===== src/rtl/universal_serial_adder_if.sv =====
// Operand/result bundle for the bit-serial adder.
// The ovf signal exists only when UNIVERSAL_SERIAL_ADDER_OVERFLOW_FLAG_EN is defined.
interface universal_serial_adder_if #(
    parameter int WIDTH = 4
);
    logic             start;
    logic [WIDTH-1:0] A;
    logic [WIDTH-1:0] B;
    logic             op;
    logic [WIDTH-1:0] R;
    logic             carry;
    logic             busy;
    logic             done;
`ifdef UNIVERSAL_SERIAL_ADDER_OVERFLOW_FLAG_EN
    logic             ovf;

    modport master (output start, output A, output B, output op,
                    input R, input carry, input busy, input done, input ovf);
    modport slave  (input start, input A, input B, input op,
                    output R, output carry, output busy, output done, output ovf);
`else
    modport master (output start, output A, output B, output op,
                    input R, input carry, input busy, input done);
    modport slave  (input start, input A, input B, input op,
                    output R, output carry, output busy, output done);
`endif
endinterface


===== src/rtl/universal_serial_adder.sv =====
// Bit-serial adder: one full-adder cell, LSB first, one bit per clock.
// Computes (A + B + op) mod 2^WIDTH with carry-out; results appear in a one-cycle DONE state.
// Optional signed-overflow flag: define UNIVERSAL_SERIAL_ADDER_OVERFLOW_FLAG_EN.
module universal_serial_adder #(
    parameter int WIDTH = 4
) (
    input logic                      clk,
    input logic                      rst,
    universal_serial_adder_if.slave  bus
);
    localparam int CNT_W = (WIDTH > 1) ? $clog2(WIDTH) : 1;
    localparam logic [CNT_W-1:0] LAST_BIT = CNT_W'(WIDTH - 1);

    typedef enum logic [1:0] {
        IDLE = 2'd0,
        ADD  = 2'd1,
        DONE = 2'd2
    } state_e;

    state_e           state_q, state_d;
    logic [WIDTH-1:0] a_q, a_d;
    logic [WIDTH-1:0] b_q, b_d;
    logic [WIDTH-1:0] sum_sr_q, sum_sr_d;
    logic [WIDTH-1:0] r_q, r_d;
    logic [CNT_W-1:0] cnt_q, cnt_d;
    logic             cy_q, cy_d;
    logic             carry_q, carry_d;
    logic             bit_sum;
    logic             bit_cout;
`ifdef UNIVERSAL_SERIAL_ADDER_OVERFLOW_FLAG_EN
    logic             ovf_q, ovf_d;
`endif

    // Single full-adder cell working on the current LSBs and the running carry
    always_comb begin
        bit_sum  = a_q[0] ^ b_q[0] ^ cy_q;
        bit_cout = (a_q[0] & b_q[0]) | (a_q[0] & cy_q) | (b_q[0] & cy_q);
    end

    // Next-state and datapath update: latch in IDLE, shift one bit per ADD clock, publish on DONE entry
    always_comb begin
        state_d  = state_q;
        a_d      = a_q;
        b_d      = b_q;
        sum_sr_d = sum_sr_q;
        r_d      = r_q;
        cnt_d    = cnt_q;
        cy_d     = cy_q;
        carry_d  = carry_q;
`ifdef UNIVERSAL_SERIAL_ADDER_OVERFLOW_FLAG_EN
        ovf_d    = ovf_q;
`endif
        case (state_q)
            IDLE: begin
                if (bus.start) begin
                    a_d     = bus.A;
                    b_d     = bus.B;
                    cy_d    = bus.op;
                    cnt_d   = '0;
                    state_d = ADD;
                end
            end
            ADD: begin
                a_d      = a_q >> 1;
                b_d      = b_q >> 1;
                cy_d     = bit_cout;
                sum_sr_d = {bit_sum, sum_sr_q[WIDTH-1:1]};
                cnt_d    = cnt_q + CNT_W'(1);
                if (cnt_q == LAST_BIT) begin
                    r_d     = {bit_sum, sum_sr_q[WIDTH-1:1]};
                    carry_d = bit_cout;
`ifdef UNIVERSAL_SERIAL_ADDER_OVERFLOW_FLAG_EN
                    ovf_d   = cy_q ^ bit_cout;
`endif
                    state_d = DONE;
                end
            end
            DONE: begin
                state_d = IDLE;
            end
            default: begin
                state_d = IDLE;
            end
        endcase
    end

    // State and datapath registers; synchronous reset wins over every transition
    always_ff @(posedge clk) begin
        if (rst) begin
            state_q  <= IDLE;
            a_q      <= '0;
            b_q      <= '0;
            sum_sr_q <= '0;
            r_q      <= '0;
            cnt_q    <= '0;
            cy_q     <= 1'b0;
            carry_q  <= 1'b0;
`ifdef UNIVERSAL_SERIAL_ADDER_OVERFLOW_FLAG_EN
            ovf_q    <= 1'b0;
`endif
        end else begin
            state_q  <= state_d;
            a_q      <= a_d;
            b_q      <= b_d;
            sum_sr_q <= sum_sr_d;
            r_q      <= r_d;
            cnt_q    <= cnt_d;
            cy_q     <= cy_d;
            carry_q  <= carry_d;
`ifdef UNIVERSAL_SERIAL_ADDER_OVERFLOW_FLAG_EN
            ovf_q    <= ovf_d;
`endif
        end
    end

    assign bus.R     = r_q;
    assign bus.carry = carry_q;
    assign bus.busy  = (state_q == ADD);
    assign bus.done  = (state_q == DONE);
`ifdef UNIVERSAL_SERIAL_ADDER_OVERFLOW_FLAG_EN
    assign bus.ovf   = ovf_q;
`endif

endmodule


===== src/flat_wrapper.sv =====
// flat-port wrapper written by rule: the top's interface ports become plain ports
module universal_serial_adder_flat 
#(
    parameter int WIDTH = 4
)
  (clk, rst, bus_start, bus_A, bus_B, bus_op, bus_R, bus_carry, bus_busy, bus_done);
  universal_serial_adder_if #(.WIDTH(WIDTH)) bus_i ();
  input logic clk;
  input logic rst;
  input wire logic [$bits(bus_i.start)-1:0] bus_start;
  input wire logic [$bits(bus_i.A)-1:0] bus_A;
  input wire logic [$bits(bus_i.B)-1:0] bus_B;
  input wire logic [$bits(bus_i.op)-1:0] bus_op;
  output wire logic [$bits(bus_i.R)-1:0] bus_R;
  output wire logic [$bits(bus_i.carry)-1:0] bus_carry;
  output wire logic [$bits(bus_i.busy)-1:0] bus_busy;
  output wire logic [$bits(bus_i.done)-1:0] bus_done;
  assign bus_i.start = bus_start;
  assign bus_i.A = bus_A;
  assign bus_i.B = bus_B;
  assign bus_i.op = bus_op;
  assign bus_R = bus_i.R;
  assign bus_carry = bus_i.carry;
  assign bus_busy = bus_i.busy;
  assign bus_done = bus_i.done;
  universal_serial_adder #(.WIDTH(WIDTH)) u_core (.clk(clk), .rst(rst), .bus(bus_i));
endmodule

===== config.mk =====
export PLATFORM = sky130hd
export DESIGN_NAME = universal_serial_adder_flat
export DESIGN_NICKNAME = d
export VERILOG_FILES = /design/src/rtl/universal_serial_adder_if.sv /design/src/rtl/universal_serial_adder.sv /design/src/flat_wrapper.sv
export SDC_FILE = /design/constraint.sdc
export NUM_CORES = 1
export LEC_CHECK = 0
export BUFFER_PORTS_ARGS = -buffer_cell sky130_fd_sc_hd__buf_2
export CORE_UTILIZATION = 52
export CTS_CLUSTER_SIZE = 40
export DETAILED_ROUTE_END_ITERATION = 10
export PLACE_DENSITY = 0.76
export REMOVE_ABC_BUFFERS = 1
export SLEW_MARGIN = 20
export SYNTH_ARGS = -nofsm -noshare
export SYNTH_HDL_FRONTEND = slang
export SYNTH_SLANG_ARGS = --single-unit

===== constraint.sdc =====
create_clock -name clk -period 1.7 [get_ports clk]
set_clock_uncertainty 0.2 [all_clocks]
set_input_delay 0.17 -clock clk [delete_from_list [all_inputs] [get_ports clk]]
set_output_delay 0.17 -clock clk [all_outputs]
set_load 0.005 [all_outputs]

==> results of run 1 <==
-- registers in the layout (all words and copies together) (netlist names) --
name              flops
u_core.bus.carry      1
u_core.cy_q           1
u_core.sum_sr_q       3
u_core.b_q            4
u_core.bus.R          4
u_core.cnt_q          2
u_core.a_q            4
u_core.state_q        2
-- Yosys cell counts, drive strengths merged --
library cell / count
buf: 4
o21ai: 3
nor3: 1
nor2: 13
nand3b: 1
nor2b: 2
o21ba: 1
fa: 1
nand3: 5
clkbuf: 1
ha: 1
a21oi: 8
a211oi: 8
mux2i: 11
nand4bb: 2
nand2: 6
dfxtp: 21
inv: 1
-- timing repair --
action | in CTS | in global routing
resized for setup | 1 | 0
hold endpoints to repair | 2 | 0
endpoints found under the setup margin | 1 | 0
hold buffers | 3 | 0
setup buffers | 0 | 0
-- stage by stage --
step,setup slack [ns],utilization,hold WS [ns],instances,instance area (um2)
4_1_cts,0.07464,0.6813,0.006925,136,1086
5_1_grt,0.02127,0.6813,0.02727,136,1086
2_1_floorplan,0.01652,-,0.03465,85,889.6
3_3_place_gp,0.2881,0.6429,0.2435,129,1025
3_5_place_dp,0.2133,0.6429,0.2476,129,1025
6_report,0.05895,0.6813,0.004322,136,1086
-- per-layer routing --
layer	track usage	vias to the layer above	part of all wire	wire length [um]
li1	-	361	-	-
met1	0.2649	316	0.50	846
met2	0.3176	13	0.44	738
met3	0.06122	4	0.043	73
met4	0.07273	0	0.014	23
met5	0	-	0	0
-- power breakdown --
group          leakage [nW]  internal (mW)  total (mW)  switching [mW]
logic                 0.255         0.0671       0.135          0.0684
registers             0.172          0.518       0.538          0.0196
clock network        0.0150         0.0917       0.247           0.155
total                 0.442          0.677       0.920           0.243
-- cell type report --
class                           instances  area share
Clock buffer                            4     0.02419
Timing Repair Buffer                   23      0.1244
Multi-Input combinational cell         63      0.4332
Inverter                                1    0.003456
Sequential cell                        21      0.3871
Tap cell                               24     0.02765
-- cells by family after synthesis --
logic type,Yosys count,synth area share
flops,21,0.4510
compound gates,20,0.1839
simple gates,30,0.1624
mux,11,0.1181
buf+inv,6,0.04965
fa+ha+maj,2,0.03490
-- critical path, delay by kind of cell (launching register included) --
kind	cells	cell delay (ns)
DFF	1	0.45
buffers and inverters	1	0.17
and+or+nand+nor	1	0.33
-- how the worst min path moves through the flow --
| stage | startpoint | endpoint | slack [ns] | depth (start not counted) |
|---|---|---|---|---|
| floorplan | rst | u_core.a_q[0]$_SDFFE_PP0P_ | 0.03 | 1 |
| global placement | u_core.bus.carry$_SDFFE_PP0P_ | u_core.bus.carry$_SDFFE_PP0P_ | 0.24 | 2 |
| detailed placement | u_core.bus.R[0]$_SDFFE_PP0P_ | u_core.bus.R[0]$_SDFFE_PP0P_ | 0.25 | 2 |
| CTS | bus_B[2] | u_core.b_q[2]$_SDFFE_PP0P_ | 0.007 | 3 |
| global route | bus_B[0] | u_core.b_q[0]$_SDFFE_PP0P_ | 0.03 | 3 |
| finish | bus_B[2] | u_core.b_q[2]$_SDFFE_PP0P_ | 0.004 | 3 |
-- layout by cell type, fill, tap and decap left out --
cell,n
a211oi_2,8
a21oi_1,8
buf_2,18
buf_4,2
clkbuf_1,1
clkbuf_4,3
dfxtp_1,21
dlygate4sd3_1,3
fa_1,1
ha_1,1
inv_1,1
mux2i_1,11
nand2_1,6
nand3_1,5
nand3b_1,1
nand4bb_1,2
nor2_1,11
nor2_2,2
nor2b_1,1
nor2b_4,1
nor3_1,1
o21ai_0,3
o21ba_4,1
==> key figures, run 1 <==
Routing
  – Post-Route WL: 1681 um
  – TritonRoute pass-1 iters: 4
  – Drt drc: 0
  – Vias per cell: 5.103
  – Iter 0 DRT Violations: 5
  – Routed len/inst: 12.36 um
  – Final ANT Viol Nets: 0
  – Via count: 694

CTS
  – Clock transition at path regs: 0.12 ns
  – CTS tree: yes
  – Clk buf depth: 2
  – CTS Sinks: 21
  – Clock root buffer master: clkbuf_4
  – Clock insertion delay at the later pin of the skew report: 0.31 ns
  – H-tree depth: 1
  – TritonCTS buffer count: 3

Setup path
  – Worst Setup SP: u_core.state_q[0]$_SDFFE_PP0P_
  – Worst EP required: 1.33 ns
  – Worst Path Max Fanout: 11
  – Worst setup path endpoint: bus_busy
  – Data arrival, critical path: 1.27 ns
  – Reg-to-reg endpoint: u_core.cy_q$_SDFFE_PP0P_
  – Crit-path cells: nor2b_4 -> buf_2
  – Reg2reg start: u_core.state_q[0]$_SDFFE_PP0P_
  – Critical Path End Type: output pin
  – Critical path's slowest cell: dfxtp_1
  – Crit path launch type: flop
  – R2r setup slk: 0.19 ns
  – Cells on worst reg2reg path: 4
  – Worst path max stage delay: 0.45 ns
  – WS Path Type: reg2out

Yosys
  – Cell taking the most area after synthesis: dfxtp_1
  – Sequential area share after synthesis: 0.4510
  – Synth area leaders: dfxtp_1 (45%), mux2i_1 (12%), a211oi_2 (11%), nor2_1 (4.4%), a21oi_1 (4.3%)
  – Synthesized instance count: 90
  – Yosys reg bits: 21
  – Total number of yosys warnings: 0
  – Post-Synthesis Cell Area: 932.1 um2
  – Library cells used by synthesis: 22
  – Synth top area share: 0.4510
  – Mean Syn Cell Area: 10.36 um2

Timing
  – Slew Viols, Final: 0
  – Max Freq: 0.6094 GHz
  – Setup TNS: 0 ns
  – RSZ-0062 raised after global routing: no
  – Crit share post-route: 0.9653
  – Final setup violating endpoints: 0
  – Slew @ Worst Pin: 0.4614 ns
  – Fin crit period: 1.641 ns
  – Slew margin rel.: 0.6924
  – Final hold vios: 0

Floorplan
  – Chip width: 44.34 um
  – IO Pins: 19
  – Cell row count: 14
  – Die area: 0.001966 mm2
  – Core area: 0.001594 mm2
  – Initial Utilization: 0.5848
  – DIE HEIGHT: 44.34 um

Cells and area
  – Fillcell total: 140
  – Area grow syn2layout: 16.51%
  – Ratio of cells with drive above 1 in the final layout: 0.3125
  – Antenna Cells: 0
  – Layout Nets: 127
  – Multi-input gate area: 470.5 um2
  – FF+latch area: 420.4 um2

Global route
  – Total GRT Usage: 0.2026
  – Vias in the first global route: 633
  – Antenna violations before repair: 0
  – First-pass GRT wire length: 2808 um
  – Largest net degree at the start of global routing: 22
  – GRT overflow: 0

Min path
  – Worst Hold Class: in2reg

Run
  – Max cap viols: 0

Power
  – Static Leakage: 0.4423 nW
  – Pwr per Cell Area: 847.4 mW/mm2
  – Total chip power: 920.3 uW
  – Maximum VDD drop: 535.5 uV

Place
  – DP HPWL: 1222 um
  – Routability cong.: 0.7390
  – Port-buffer cells: 18

Run status
  – Status: completed
(Power assumes the default switching activity.)
==> run 2, diff against run 1 <==
--- a/config.mk
+++ b/config.mk
@@ -6,10 +6,11 @@
 export NUM_CORES = 1
 export LEC_CHECK = 0
 export BUFFER_PORTS_ARGS = -buffer_cell sky130_fd_sc_hd__buf_2
+export CAP_MARGIN = 15
 export CORE_UTILIZATION = 52
 export CTS_CLUSTER_SIZE = 40
 export DETAILED_ROUTE_END_ITERATION = 10
-export PLACE_DENSITY = 0.76
+export PLACE_DENSITY = 0.81
 export REMOVE_ABC_BUFFERS = 1
 export SLEW_MARGIN = 20
 export SYNTH_ARGS = -nofsm -noshare
==> run 2 against run 1 <==
  * Count of clock-buffer cells in the layout did not move
  * Combinational power rose by 4%
  * Final area grew 2.2%
  * Final cell count is 1.5% higher
  * Critical path depth rose by 2
  * Utilization increased by 1.5 points
  * Global-route usage grew 0.73 points
  * Sequential power is essentially flat
  * Non-clock buffer count increased by 2
  * Largest power group unchanged
==> key figures, run 2 (synthesized netlist as in run 1, its figures left out) <==
Power
  – Static Leakage: 0.4500 nW (was 0.4423 nW)
  – Maximum VDD drop: 655.8 uV (was 535.5 uV)
  – Pwr per Cell Area: 819.8 mW/mm2 (was 847.4 mW/mm2)

Routing
  – Vias per cell: 5.254 (was 5.103)
  – Routed len/inst: 12.44 um (was 12.36 um)
  – Drt drc: 0 (unchanged)
  – TritonRoute pass-1 iters: 4 (unchanged)
  – Post-Route WL: 1717 um (was 1681 um)
  – Final ANT Viol Nets: 0 (unchanged)
  – Iter 0 DRT Violations: 9 (was 5)
  – Via count: 725 (was 694)

Floorplan
  – IO Pins: 19 (unchanged)
  – Core area: 0.001594 mm2 (unchanged)
  – Initial Utilization: 0.5848 (unchanged)
  – Cell row count: 14 (unchanged)
  – DIE HEIGHT: 44.34 um (unchanged)
  – Chip width: 44.34 um (unchanged)
  – Die area: 0.001966 mm2 (unchanged)

Timing
  – Slew Viols, Final: 0 (unchanged)
  – RSZ-0062 raised after global routing: no (unchanged)
  – Slew @ Worst Pin: 0.4580 ns (was 0.4614 ns)
  – Fin crit period: 1.618 ns (was 1.641 ns)
  – Final worst slack: 0.08161 ns (was 0.05895 ns)
  – Setup TNS: 0 ns (unchanged)
  – Crit share post-route: 0.9520 (was 0.9653)
  – Slew margin rel.: 0.6946 (was 0.6924)
  – Final setup violating endpoints: 0 (unchanged)
  – Final hold vios: 0 (unchanged)
  – Max Freq: 0.6179 GHz (was 0.6094 GHz)

CTS
  – TritonCTS buffer count: 3 (unchanged)
  – H-tree depth: 1 (unchanged)
  – CTS Sinks: 21 (unchanged)
  – Clock insertion delay at the later pin of the skew report: 0.30 ns (was 0.31 ns)
  – Clk buf depth: 2 (unchanged)
  – Clock transition at path regs: 0.11 ns (was 0.12 ns)
  – CTS tree: yes (unchanged)
  – Clock root buffer master: clkbuf_4 (unchanged)

Place
  – DP HPWL: 1197 um (was 1222 um)
  – Routability cong.: 0.7253 (was 0.7390)
  – Inst Count DP: 130 (was 129)
  – Port-buffer cells: 18 (unchanged)
  – DP Area: 0.001032 mm2 (was 0.001025 mm2)
  – Worst slack, placed: 0.2428 ns (was 0.2133 ns)

Setup path
  – Reg-to-reg endpoint: u_core.a_q[3]$_SDFFE_PP0P_ (was u_core.cy_q$_SDFFE_PP0P_)
  – Critical path's slowest cell: dlygate4sd3_1 (was dfxtp_1)
  – Levels on crit path: 4 (was 2)
  – Worst Setup SP: u_core.state_q[0]$_SDFFE_PP0P_ (unchanged)
  – Data arrival, critical path: 1.66 ns (was 1.27 ns)
  – Crit-path cells: buf_6 -> nand4bb_1 -> dlygate4sd3_1 -> a21oi_1 (was nor2b_4 -> buf_2)
  – Worst setup path endpoint: u_core.a_q[3]$_SDFFE_PP0P_ (was bus_busy)
  – Crit-path leading delay family: buffers and inverters (was flip-flops)
  – Crit path launch type: flop (unchanged)
  – Crit path buffers/inverters: 2 (was 1)
  – Cells on worst reg2reg path: 4 (unchanged)
  – Worst EP required: 1.74 ns (was 1.33 ns)
  – WS Path Type: reg2reg (was reg2out)
  – Critical Path End Type: flop (was output pin)
  – Worst Path Max Fanout: 11 (unchanged)
  – R2r setup slk: 0.08 ns (was 0.19 ns)
  – Reg2reg start: u_core.state_q[0]$_SDFFE_PP0P_ (unchanged)
  – Worst path max stage delay: 0.57 ns (was 0.45 ns)

Cells and area
  – Layout Nets: 129 (was 127)
  – Antenna Cells: 0 (unchanged)
  – Commonest cells after routing, fill and taps aside: dfxtp_1 (19), buf_2 (18), mux2i_1 (11), nor2_1 (11) (was dfxtp_1 (21), buf_2 (18), mux2i_1 (11), nor2_1 (11))
  – Most common cell after layout, fill and taps aside: dfxtp_1 (unchanged)
  – Area grow syn2layout: 19.06% (was 16.51%)
  – Post-route cell area: 0.001110 mm2 (was 0.001086 mm2)
  – Ratio of cells with drive above 1 in the final layout: 0.3333 (was 0.3125)
  – Finished Layout Cells: 138 (was 136)

Run
  – Max cap viols: 0 (unchanged)

Global route
  – Largest net degree at the start of global routing: 22 (unchanged)
  – GRT overflow: 0 (unchanged)
  – Vias in the first global route: 715 (was 633)
  – Total GRT Usage: 0.2099 (was 0.2026)
  – First-pass GRT wire length: 2939 um (was 2808 um)
  – Antenna violations before repair: 0 (unchanged)

Min path
  – Worst Hold Class: in2reg (unchanged)

Run status
  – Status: completed (unchanged)
-- run 2: through the flow --
stage | power [mW] | util | hold WS (ns)
after floorplan | 0.6314 | - | 0.03465
after global placement | 0.6727 | 0.6476 | 0.2422
after detailed placement | 0.6784 | 0.6476 | 0.2443
after CTS | 0.9186 | 0.6923 | 0.01630
after global routing | 0.9565 | 0.6962 | 0.02154
final | 0.9098 | 0.6962 | 0.01605
-- run 2: timing repair --
item | 4_1_cts | 5_1_grt
endpoints found under the setup margin | 1 | 2
hold buffers | 4 | 0
endpoints found under the hold margin | 2 | 0
buffers inserted | 0 | 0
resized for setup | 1 | 3
-- run 2: report_power, final --
| part | switching, mW | leakage [nW] | internal, mW | total, mW |
|---|---|---|---|---|
| combinational | 0.0713 | 0.262 | 0.0702 | 0.141 |
| clock | 0.140 | 0.0150 | 0.0915 | 0.231 |
| sequential | 0.0185 | 0.173 | 0.519 | 0.537 |
-- run 2: how the worst min path moves through the flow --
stage / from / to / slack (ns) / cells past startpoint
final: bus_start / u_core.state_q[0]$_SDFFE_PP0P_ / 0.02 / 3
after global routing: bus_A[1] / u_core.a_q[1]$_SDFFE_PP0P_ / 0.02 / 3
after CTS: bus_start / u_core.state_q[0]$_SDFFE_PP0P_ / 0.02 / 3
after detailed placement: u_core.bus.R[0]$_SDFFE_PP0P_ / u_core.bus.R[0]$_SDFFE_PP0P_ / 0.24 / 2
after global placement: u_core.bus.R[2]$_SDFFE_PP0P_ / u_core.bus.R[2]$_SDFFE_PP0P_ / 0.24 / 2
after floorplan: rst / u_core.a_q[0]$_SDFFE_PP0P_ / 0.03 / 1
-- run 2: cell type report --
class                      instances  area, um2
fill                             131      484.2
multi-input combinational         63      470.5
sequential                        21      422.9
timing repair buffer              25      156.4
tap                               24      30.03
clock buffer                       4      26.28
inverter                           1      3.754
-- run 2: worst min-delay path, cell delays in order --
cell	delay [ns]
buf_2	0.13
mux2i_1	0.13
nor3_1	0.05
-- run 2: routing by layer --
layer,global-route usage,up-vias,part of all wire
met3,0.07347,0,0.038
li1,-,365,-
met2,0.3882,18,0.53
met5,0,-,0
met1,0.2171,342,0.44
met4,0.07273,0,0
